**src/rtl/hazard_ctrl.sv**
```systemverilog
// Pipeline hazard/sequencing controller: load-use stalls, jump flushes, RET/RTI fetch hold
// and a three-step interrupt entry sequence (push PC, push flags, load vector).
module hazard_ctrl #(
  parameter int RET_BUBBLES = 2,
  parameter int ADDR_W      = 3
) (
  input  logic              clk,
  input  logic              reset,
  input  logic [ADDR_W-1:0] id_src1,
  input  logic [ADDR_W-1:0] id_src2,
  input  logic              id_use1,
  input  logic              id_use2,
  input  logic              ex_mr,
  input  logic              ex_wb,
  input  logic [ADDR_W-1:0] ex_wb_addr,
  input  logic              ex_jmp,
  input  logic              ex_jwsp,
  input  logic              int_req,
  output logic              pc_write,
  output logic              ifid_write,
  output logic              ifid_flush,
  output logic              idex_flush,
  output logic              int_push_pc,
  output logic              int_push_flags,
  output logic              pc_sel_vec,
  output logic              int_ack
);

  typedef enum logic [2:0] {
    RUN       = 3'd0,
    RET_WAIT  = 3'd1,
    INT_PC    = 3'd2,
    INT_FLAGS = 3'd3,
    INT_VEC   = 3'd4
  } state_t;

  localparam logic [2:0] RET_INIT = 3'(RET_BUBBLES - 1);

  state_t     state_reg, state_next;
  logic [2:0] ret_cnt_reg, ret_cnt_next;
  logic       int_pend_reg, int_pend_next;
  logic       load_use;

  assign load_use = ex_mr & ex_wb &
                    ((id_use1 & (id_src1 == ex_wb_addr)) |
                     (id_use2 & (id_src2 == ex_wb_addr)));

  always_ff @(posedge clk or negedge reset) begin
    if (!reset) begin
      state_reg    <= RUN;
      ret_cnt_reg  <= 3'd0;
      int_pend_reg <= 1'b0;
    end else begin
      state_reg    <= state_next;
      ret_cnt_reg  <= ret_cnt_next;
      int_pend_reg <= int_pend_next;
    end
  end

  always_comb begin
    state_next     = state_reg;
    ret_cnt_next   = ret_cnt_reg;
    int_pend_next  = int_pend_reg;
    pc_write       = 1'b0;
    ifid_write     = 1'b0;
    ifid_flush     = 1'b0;
    idex_flush     = 1'b0;
    int_push_pc    = 1'b0;
    int_push_flags = 1'b0;
    pc_sel_vec     = 1'b0;
    int_ack        = 1'b0;

    case (state_reg)
      RUN: begin
        int_pend_next = int_pend_reg | int_req;
        if (ex_jwsp) begin
          ifid_flush   = 1'b1;
          idex_flush   = 1'b1;
          ret_cnt_next = RET_INIT;
          state_next   = RET_WAIT;
        end else if (ex_jmp) begin
          ifid_flush = 1'b1;
          idex_flush = 1'b1;
          pc_write   = 1'b1;
        end else if (load_use) begin
          idex_flush = 1'b1;
        end else if (int_pend_reg | int_req) begin
          int_ack       = 1'b1;
          ifid_flush    = 1'b1;
          int_pend_next = 1'b0;
          state_next    = INT_PC;
        end else begin
          pc_write   = 1'b1;
          ifid_write = 1'b1;
        end
      end
      RET_WAIT: begin
        // Interrupts arriving here are remembered and taken once back in RUN.
        int_pend_next = int_pend_reg | int_req;
        ifid_flush    = 1'b1;
        if (ret_cnt_reg == 3'd0) begin
          pc_write   = 1'b1;
          state_next = RUN;
        end else begin
          ret_cnt_next = ret_cnt_reg - 3'd1;
        end
      end
      INT_PC: begin
        int_push_pc = 1'b1;
        ifid_flush  = 1'b1;
        state_next  = INT_FLAGS;
      end
      INT_FLAGS: begin
        int_push_flags = 1'b1;
        ifid_flush     = 1'b1;
        state_next     = INT_VEC;
      end
      INT_VEC: begin
        pc_sel_vec = 1'b1;
        pc_write   = 1'b1;
        ifid_flush = 1'b1;
        state_next = RUN;
      end
      default: state_next = RUN;
    endcase

    // Outputs must show the idle-run values for as long as reset is held, whatever the inputs.
    if (!reset) begin
      pc_write       = 1'b1;
      ifid_write     = 1'b1;
      ifid_flush     = 1'b0;
      idex_flush     = 1'b0;
      int_push_pc    = 1'b0;
      int_push_flags = 1'b0;
      pc_sel_vec     = 1'b0;
      int_ack        = 1'b0;
    end
  end

endmodule
```
**config.mk**
```make
export PLATFORM = sky130hd
export DESIGN_NAME = hazard_ctrl
export DESIGN_NICKNAME = d
export VERILOG_FILES = /design/src/rtl/hazard_ctrl.sv
export SDC_FILE = /design/constraint.sdc
export NUM_CORES = 1
export LEC_CHECK = 0
export CAP_MARGIN = 30
export CORE_AREA = 2 2 39 41
export CTS_BUF_LIST = sky130_fd_sc_hd__clkbuf_8
export CTS_CLUSTER_SIZE = 20
export DETAILED_ROUTE_END_ITERATION = 10
export DIE_AREA = 0 0 41 43
export DONT_BUFFER_PORTS = 1
export PLACE_DENSITY = 0.73
export SYNTH_ARGS = -nofsm -noshare
export SYNTH_HDL_FRONTEND = slang
export SYNTH_SLANG_ARGS = --single-unit
```
**constraint.sdc**
```tcl
create_clock -name clk -period 1.8 [get_ports clk]
set_clock_uncertainty 0.15 [all_clocks]
set_input_delay 0.27 -clock clk [delete_from_list [all_inputs] [get_ports clk]]
set_output_delay 0.27 -clock clk [all_outputs]
set_load 0.01 [all_outputs]
```
==> results of run 1 <==
-- cells in the mapped netlist --
master,instances
nand4_1,2
a31o_1,1
buf_4,1
a41o_1,1
buf_6,2
inv_2,1
mux2i_1,1
and3_1,3
nor4_1,2
dfrtp_1,7
nor2_1,7
a221o_1,1
nand2b_1,2
a31oi_1,2
xnor2_1,7
o21a_1,1
ha_1,2
a32o_1,1
nand2b_4,1
a21o_1,1
or3_1,1
nor3_1,1
nor4b_4,1
a21oi_1,4
nand2_1,5
o21ai_2,1
o2bb2ai_1,1
nor3_4,1
o21ai_0,2
inv_1,3
nor2b_1,3
-- through the flow --
| step | setup TNS, ns | hold WS [ns] | util | power (mW) |
|---|---|---|---|---|
| floorplan | 0 | -0.1756 | - | 0.8370 |
| global placement | 0 | -0.1753 | 0.4702 | 0.9526 |
| detailed placement | 0 | -0.1753 | 0.4702 | 0.9814 |
| CTS | -0.05181 | 0.05313 | 0.5434 | 1.284 |
| global route | -0.1934 | 0.07032 | 0.5615 | 1.426 |
| finish | -0.04820 | 0.05260 | 0.5615 | 1.320 |
-- cell type report --
class | count | share of cell area
timing repair buffer | 12 | 0.1224
sequential | 7 | 0.2287
inverter | 4 | 0.01932
clock buffer | 3 | 0.05314
tap | 16 | 0.02576
multi-input combinational | 55 | 0.5459
clock inverter | 1 | 0.004831
-- routing by layer --
metal	vias up	share of wire	GRT usage	wire [µm]
li1	276	-	-	-
met2	18	0.48	0.2969	676
met3	3	0.050	0.03665	71
met4	0	0.015	0.1000	21
met5	-	0	0	0
met1	260	0.45	0.2290	641
-- final timing paths --
check                      slack [ns]                         end                        from  cells after the start
max                             -0.05                    pc_write  ret_cnt_reg[1]$_DFFE_PN0P_                      6
max in group asynchronous        1.02    state_reg[0]$_DFFE_PN0P_                       reset                      1
max reg2reg                      0.21  ret_cnt_reg[1]$_DFFE_PN0P_  ret_cnt_reg[1]$_DFFE_PN0P_                      6
min                              0.05    state_reg[0]$_DFFE_PN0P_                     ex_jwsp                      2
min reg2reg                      0.41    int_pend_reg$_DFFE_PN0P_    int_pend_reg$_DFFE_PN0P_                      2
min in group asynchronous        0.22    state_reg[1]$_DFFE_PN0P_                       reset                      1
-- timing repair --
action                                 4_1_cts  5_1_grt
pin swaps                                    0        2
gates resized for setup                      5        6
setup buffers                                3        1
setup endpoints to repair                    2        3
endpoints found under the hold margin        8        0
hold buffers                                 2        0
-- power groups by stage --
stage	combinational [mW]	clock [mW]	sequential, mW
final	0.793	0.214	0.313
after global routing	0.875	0.231	0.320
after CTS	0.760	0.223	0.302
after detailed placement	0.681	0	0.300
after global placement	0.658	0	0.295
after floorplan	0.574	0	0.263
-- cell families after synthesis --
group,count (synthesis),synth area share
XOR/XNOR,7,0.09960
AO/OA/AOI/OAI,16,0.1850
AND/OR/NAND/NOR,29,0.3008
buffers and inverters,7,0.07317
multiplexers,1,0.01626
flip-flops,7,0.2846
adder cells (fa/ha/maj),2,0.04064
==> reports/metrics.yaml, run 1 <==
power_switching_mw: 0.5490
fin_cells: 98
drive_above_1_share: 0.3293
critical_path_class: "reg2out"
wl_per_cell_um: 14.39
max-cap-violations: 0
antenna_cells: 0
cts.clk_slew.worst_paths_ns: 0.04
place_hpwl_um: 1049
maxSlewViolCount: 0
worst_pin_slew_ns: 0.4280
rsz0062_at_grt: "true"
final_cell_mix: "buf_4, xnor2_1, nor2_1, nand2_1, dfrtp_1"
antenna_found_initial: 0
multi_input_area_um2: 424.2
dp_slack_ns: 0.1430
syn_to_final_growth_pct: 26.22
cts_sinks: 7
cp_top_family: "compound AO/OA/AOI/OAI gates"
hold_viol: 0
postPlaceCellArea_um2: 650.6
max_freq_mhz: 541.1
cp_num_buf_inv: 1
clkLatencyLatePin_ns: 0.23
synthCells: 69
core_um2: 1384
clockBufferDepth: 2
portBuffers: 0
synth_top_area_share: 0.2846
seq_power_share: 0.237
wl_um: 1410
synthDistinctLibCells: 31
die_w_um: 41
gp_congestion: 0.6899
peakVddDrop_mv: 0.6461
row_count: 14
ys_seq_area_frac: 0.2846
p_comb_frac: 0.601
detail_route.iter0.violations: 2
cp_slowest_cell: "dfrtp_1"
cp_max_fo: 2
fill_cells: 130
path_cells: "inv_2 > ha_4 > nand2b_1 > o21ai_2 > a221o_1 > a31o_1"
clock-root-buffer: "clkbuf_8"
final-seq-area_um2: 177.7
ys_ff_latch: 7
viasPerCell: 5.684
finalWorstSetupSlack_ns: -0.04820
die_y_um: 43
synthTopCellsByArea: "dfrtp_1, xnor2_1, nor2_1, ha_1, nor4b_4"
num_vias: 557
power.internal_mw: 0.7705
final_nets: 103
synth_warnings: 0
synthesis.area_um2: 615.6
pwr-share-clk: 0.162
setup_viol: 1
cts_tree: "done"
p_leak_nw: 0.3285
slowest_delay_ns: 0.36
route.antenna.remaining_nets: 0
cts_buffers: 3
powerDensity_nw_per_um2: 1698
required_ns: 1.38
synth_nets: 89
io_pins: 26
grt_pass1_wl_um: 2228
status: "finished with violations"
slew_headroom: 0.7136
gr-total-overflow: 0
drc_errors: 0
layout_commonest_cell: "buf_4"
holdCritPathClass: "in2reg"
grt_max_degree: 8
synth_largest_area_cell: "dfrtp_1"
die-area_um2: 1763
htree_levels: 1
grt_pass1_vias: 566
violations: "negative setup slack"
arrival_ns: 1.43
fin_crit_ns: 1.848
p_sw_frac: 0.4161
fin_area_um2: 777.0
dp_cells: 88
drt-pass1-iter-count: 2
syn_area_per_cell_um2: 8.922
initial_core_util: 0.4448
cp-start-kind: "flop"
setup.worst_path.end_class: "output pin"
timing.final.crit_share: 1.027
grtUsageTotal: 0.1884
No activity file was read; power rests on OpenSTA's default activity.
==> run 2, diff against run 1 <==
CORE_AREA = not set   (was 2 2 39 41)
CORE_MARGIN = 8   (was not set)
CORE_UTILIZATION = 29   (was not set)
DIE_AREA = not set   (was 0 0 41 43)
DONT_BUFFER_PORTS = not set   (was 1)
PLACE_DENSITY = 0.7   (was 0.73)
==> run 2 against run 1 <==
The run still ends with negative setup slack left. Largest power group unchanged. Worst setup slack got worse by 0.087 ns. Hold slack got worse by 0.011 ns. Largest cell class unchanged. Die area increased by 120%. Non-clock buffer count increased by 39. Clock power about the same. Wire length increased by 44%. Critical endpoint unchanged. Global-route usage decreased by 6.5 points.
==> reports/metrics.yaml, run 2 (synthesis gave the netlist of run 1 again) <==
status: "finished with violations"
violations: "negative setup slack"
route.antenna.remaining_nets: 0  # unchanged
worst_pin_slew_ns: 0.4157  # -0.01230 ns
grt_max_degree: 8  # unchanged
grt_pass1_wl_um: 3422  # +54%
dp_slack_ns: -0.6249  # -0.7678 ns
cts_sinks: 7  # unchanged
fill_cells: 170  # +31%
cts_tree: "done"
hold_viol: 0  # unchanged
gr-total-overflow: 0  # unchanged
die_w_um: 62.08  # +51%
drt-pass1-iter-count: 4  # +2
fin_crit_ns: 1.936  # +0.08743 ns
initial_core_util: 0.3106  # -0.1342
die-area_um2: 3853  # +120%
holdCritPathClass: "in2async"
drt-met1-wl_um: 781  # +22%
num_vias: 708  # +27%
crit_end: "pc_write"
critical_path_class: "reg2out"
clkLatencyLatePin_ns: 0.23  # about the same
wl_um: 2028  # +44%
setup_viol: 4  # +3
crit_path_start: "state_reg[0]$_DFFE_PN0P_"
portBuffers: 25  # +25
ctsHoldBuffers: 0  # -2
reg2reg_from: "state_reg[0]$_DFFE_PN0P_"
antenna_cells: 0  # unchanged
die_y_um: 62.08  # +44%
timing.final.crit_share: 1.075  # +0.04857
cp_max_fo: 4  # +2
core_um2: 1982  # +43%
slew_headroom: 0.7203  # +0.006697
rsz0062_at_grt: "true"
layout_commonest_cell: "buf_4"
cts.clk_slew.worst_paths_ns: 0.04  # about the same
io_pins: 26  # unchanged
htree_levels: 1  # unchanged
r2r_end: "state_reg[1]$_DFFE_PN0P_"
arrival_ns: 1.52  # +0.09 ns
max-cap-violations: 0  # unchanged
grt_pass1_vias: 771  # +36%
wl_per_cell_um: 13.70  # -4.8%
viasPerCell: 4.784  # -16%
final_cell_mix: "buf_4, buf_2, dlygate4sd2_1, dfrtp_1"
drive_above_1_share: 0.5041  # +0.1749
finalWorstSetupSlack_ns: -0.1356  # -0.08743 ns
antenna_found_initial: 0  # unchanged
final_nets: 142  # +38%
required_ns: 1.38  # about the same
rr_worst_depth: 6  # unchanged
detail_route.iter0.violations: 14  # +12
r2r_slack_ns: 0.23  # +0.02 ns
cts_buffers: 3  # unchanged
setup.worst_path.end_class: "output pin"
gp_congestion: 0.7763  # +13%
powerDensity_nw_per_um2: 1353  # -20%
cp-start-kind: "flop"
p_leak_nw: 0.5608  # +71%
drc_errors: 0  # unchanged
place_hpwl_um: 1579  # +50%
maxSlewViolCount: 0  # unchanged
peakVddDrop_mv: 0.8768  # +36%
top_layer_used: "met4"
clockBufferDepth: 2  # unchanged
whs_ns: 0.04135  # -0.01125 ns
row_count: 16  # +2
clock-root-buffer: "clkbuf_8"
max_freq_mhz: 516.6  # -4.5%
grtUsageTotal: 0.1237  # -0.06470
wl_met2_um: 1081  # +60%
syn_to_final_growth_pct: 85.16
wl_met3_um: 97  # +37%
run 2: area by class of cell:
| class | count | area, µm² | area share |
|---|---|---|---|
| repair buffers | 51 | 395.4 | 0.3469 |
| clock buffers | 3 | 41.29 | 0.03622 |
| multi-input cells | 55 | 475.5 | 0.4171 |
| flip-flops and latches | 7 | 175.2 | 0.1537 |
| inverters | 4 | 15.01 | 0.01317 |
| clock inverters | 1 | 3.754 | 0.003293 |
| well taps | 27 | 33.78 | 0.02964 |
run 2: per-stage QoR:
step	total power, mW	util	instances	instance area, µm²	TNS [ns]
after floorplan	0.8370	-	69	615.6	0
after global routing	1.662	0.5751	148	1140	-0.5002
after CTS	1.513	0.5663	147	1122	-0.1645
after global placement	1.176	0.5069	136	1005	-3.834
final	1.542	0.5751	148	1140	-0.1883
after detailed placement	1.205	0.5069	136	1005	-4.037
run 2: critical path, cell delays in order, from the launching register on:
cell and delay [ns]:
dfrtp_1 0.40, buf_4 0.15, nand2b_4 0.06, o21ai_2 0.06, a221o_1 0.29, a31o_1 0.18, buf_2 0.14
run 2: where the power goes:
| group | internal (mW) | total (mW) | switching [mW] |
|---|---|---|---|
| Clock | 0.147 | 0.216 | 0.0681 |
| Combinational | 0.556 | 1.05 | 0.497 |
| Sequential | 0.228 | 0.274 | 0.0454 |
run 2: worst min-delay path by stage:
stage               cells after the start                       start                          to  slack [ns]
finish                                  3                       reset    state_reg[2]$_DFFE_PN0P_        0.04
global route                            3                       reset    state_reg[2]$_DFFE_PN0P_        0.07
CTS                                     3                       reset    state_reg[2]$_DFFE_PN0P_        0.03
detailed placement                      1  ret_cnt_reg[1]$_DFFE_PN0P_  ret_cnt_reg[1]$_DFFE_PN0P_        0.33
global placement                        1  ret_cnt_reg[1]$_DFFE_PN0P_  ret_cnt_reg[1]$_DFFE_PN0P_        0.33
floorplan                               0                       reset    int_pend_reg$_DFFE_PN0P_       -0.18
run 2: what timing repair did:
item                       4_1_cts  5_1_grt
buffers inserted                 7        1
pin swaps                       14        8
setup endpoints to repair        8        7
gates resized for setup         73       12
run 2: layer usage:
metal | vias up | track usage
li1 | 352 | -
met1 | 335 | 0.1178
met2 | 13 | 0.2257
met3 | 8 | 0.04527
met4 | 0 | 0.06494
met5 | - | 0
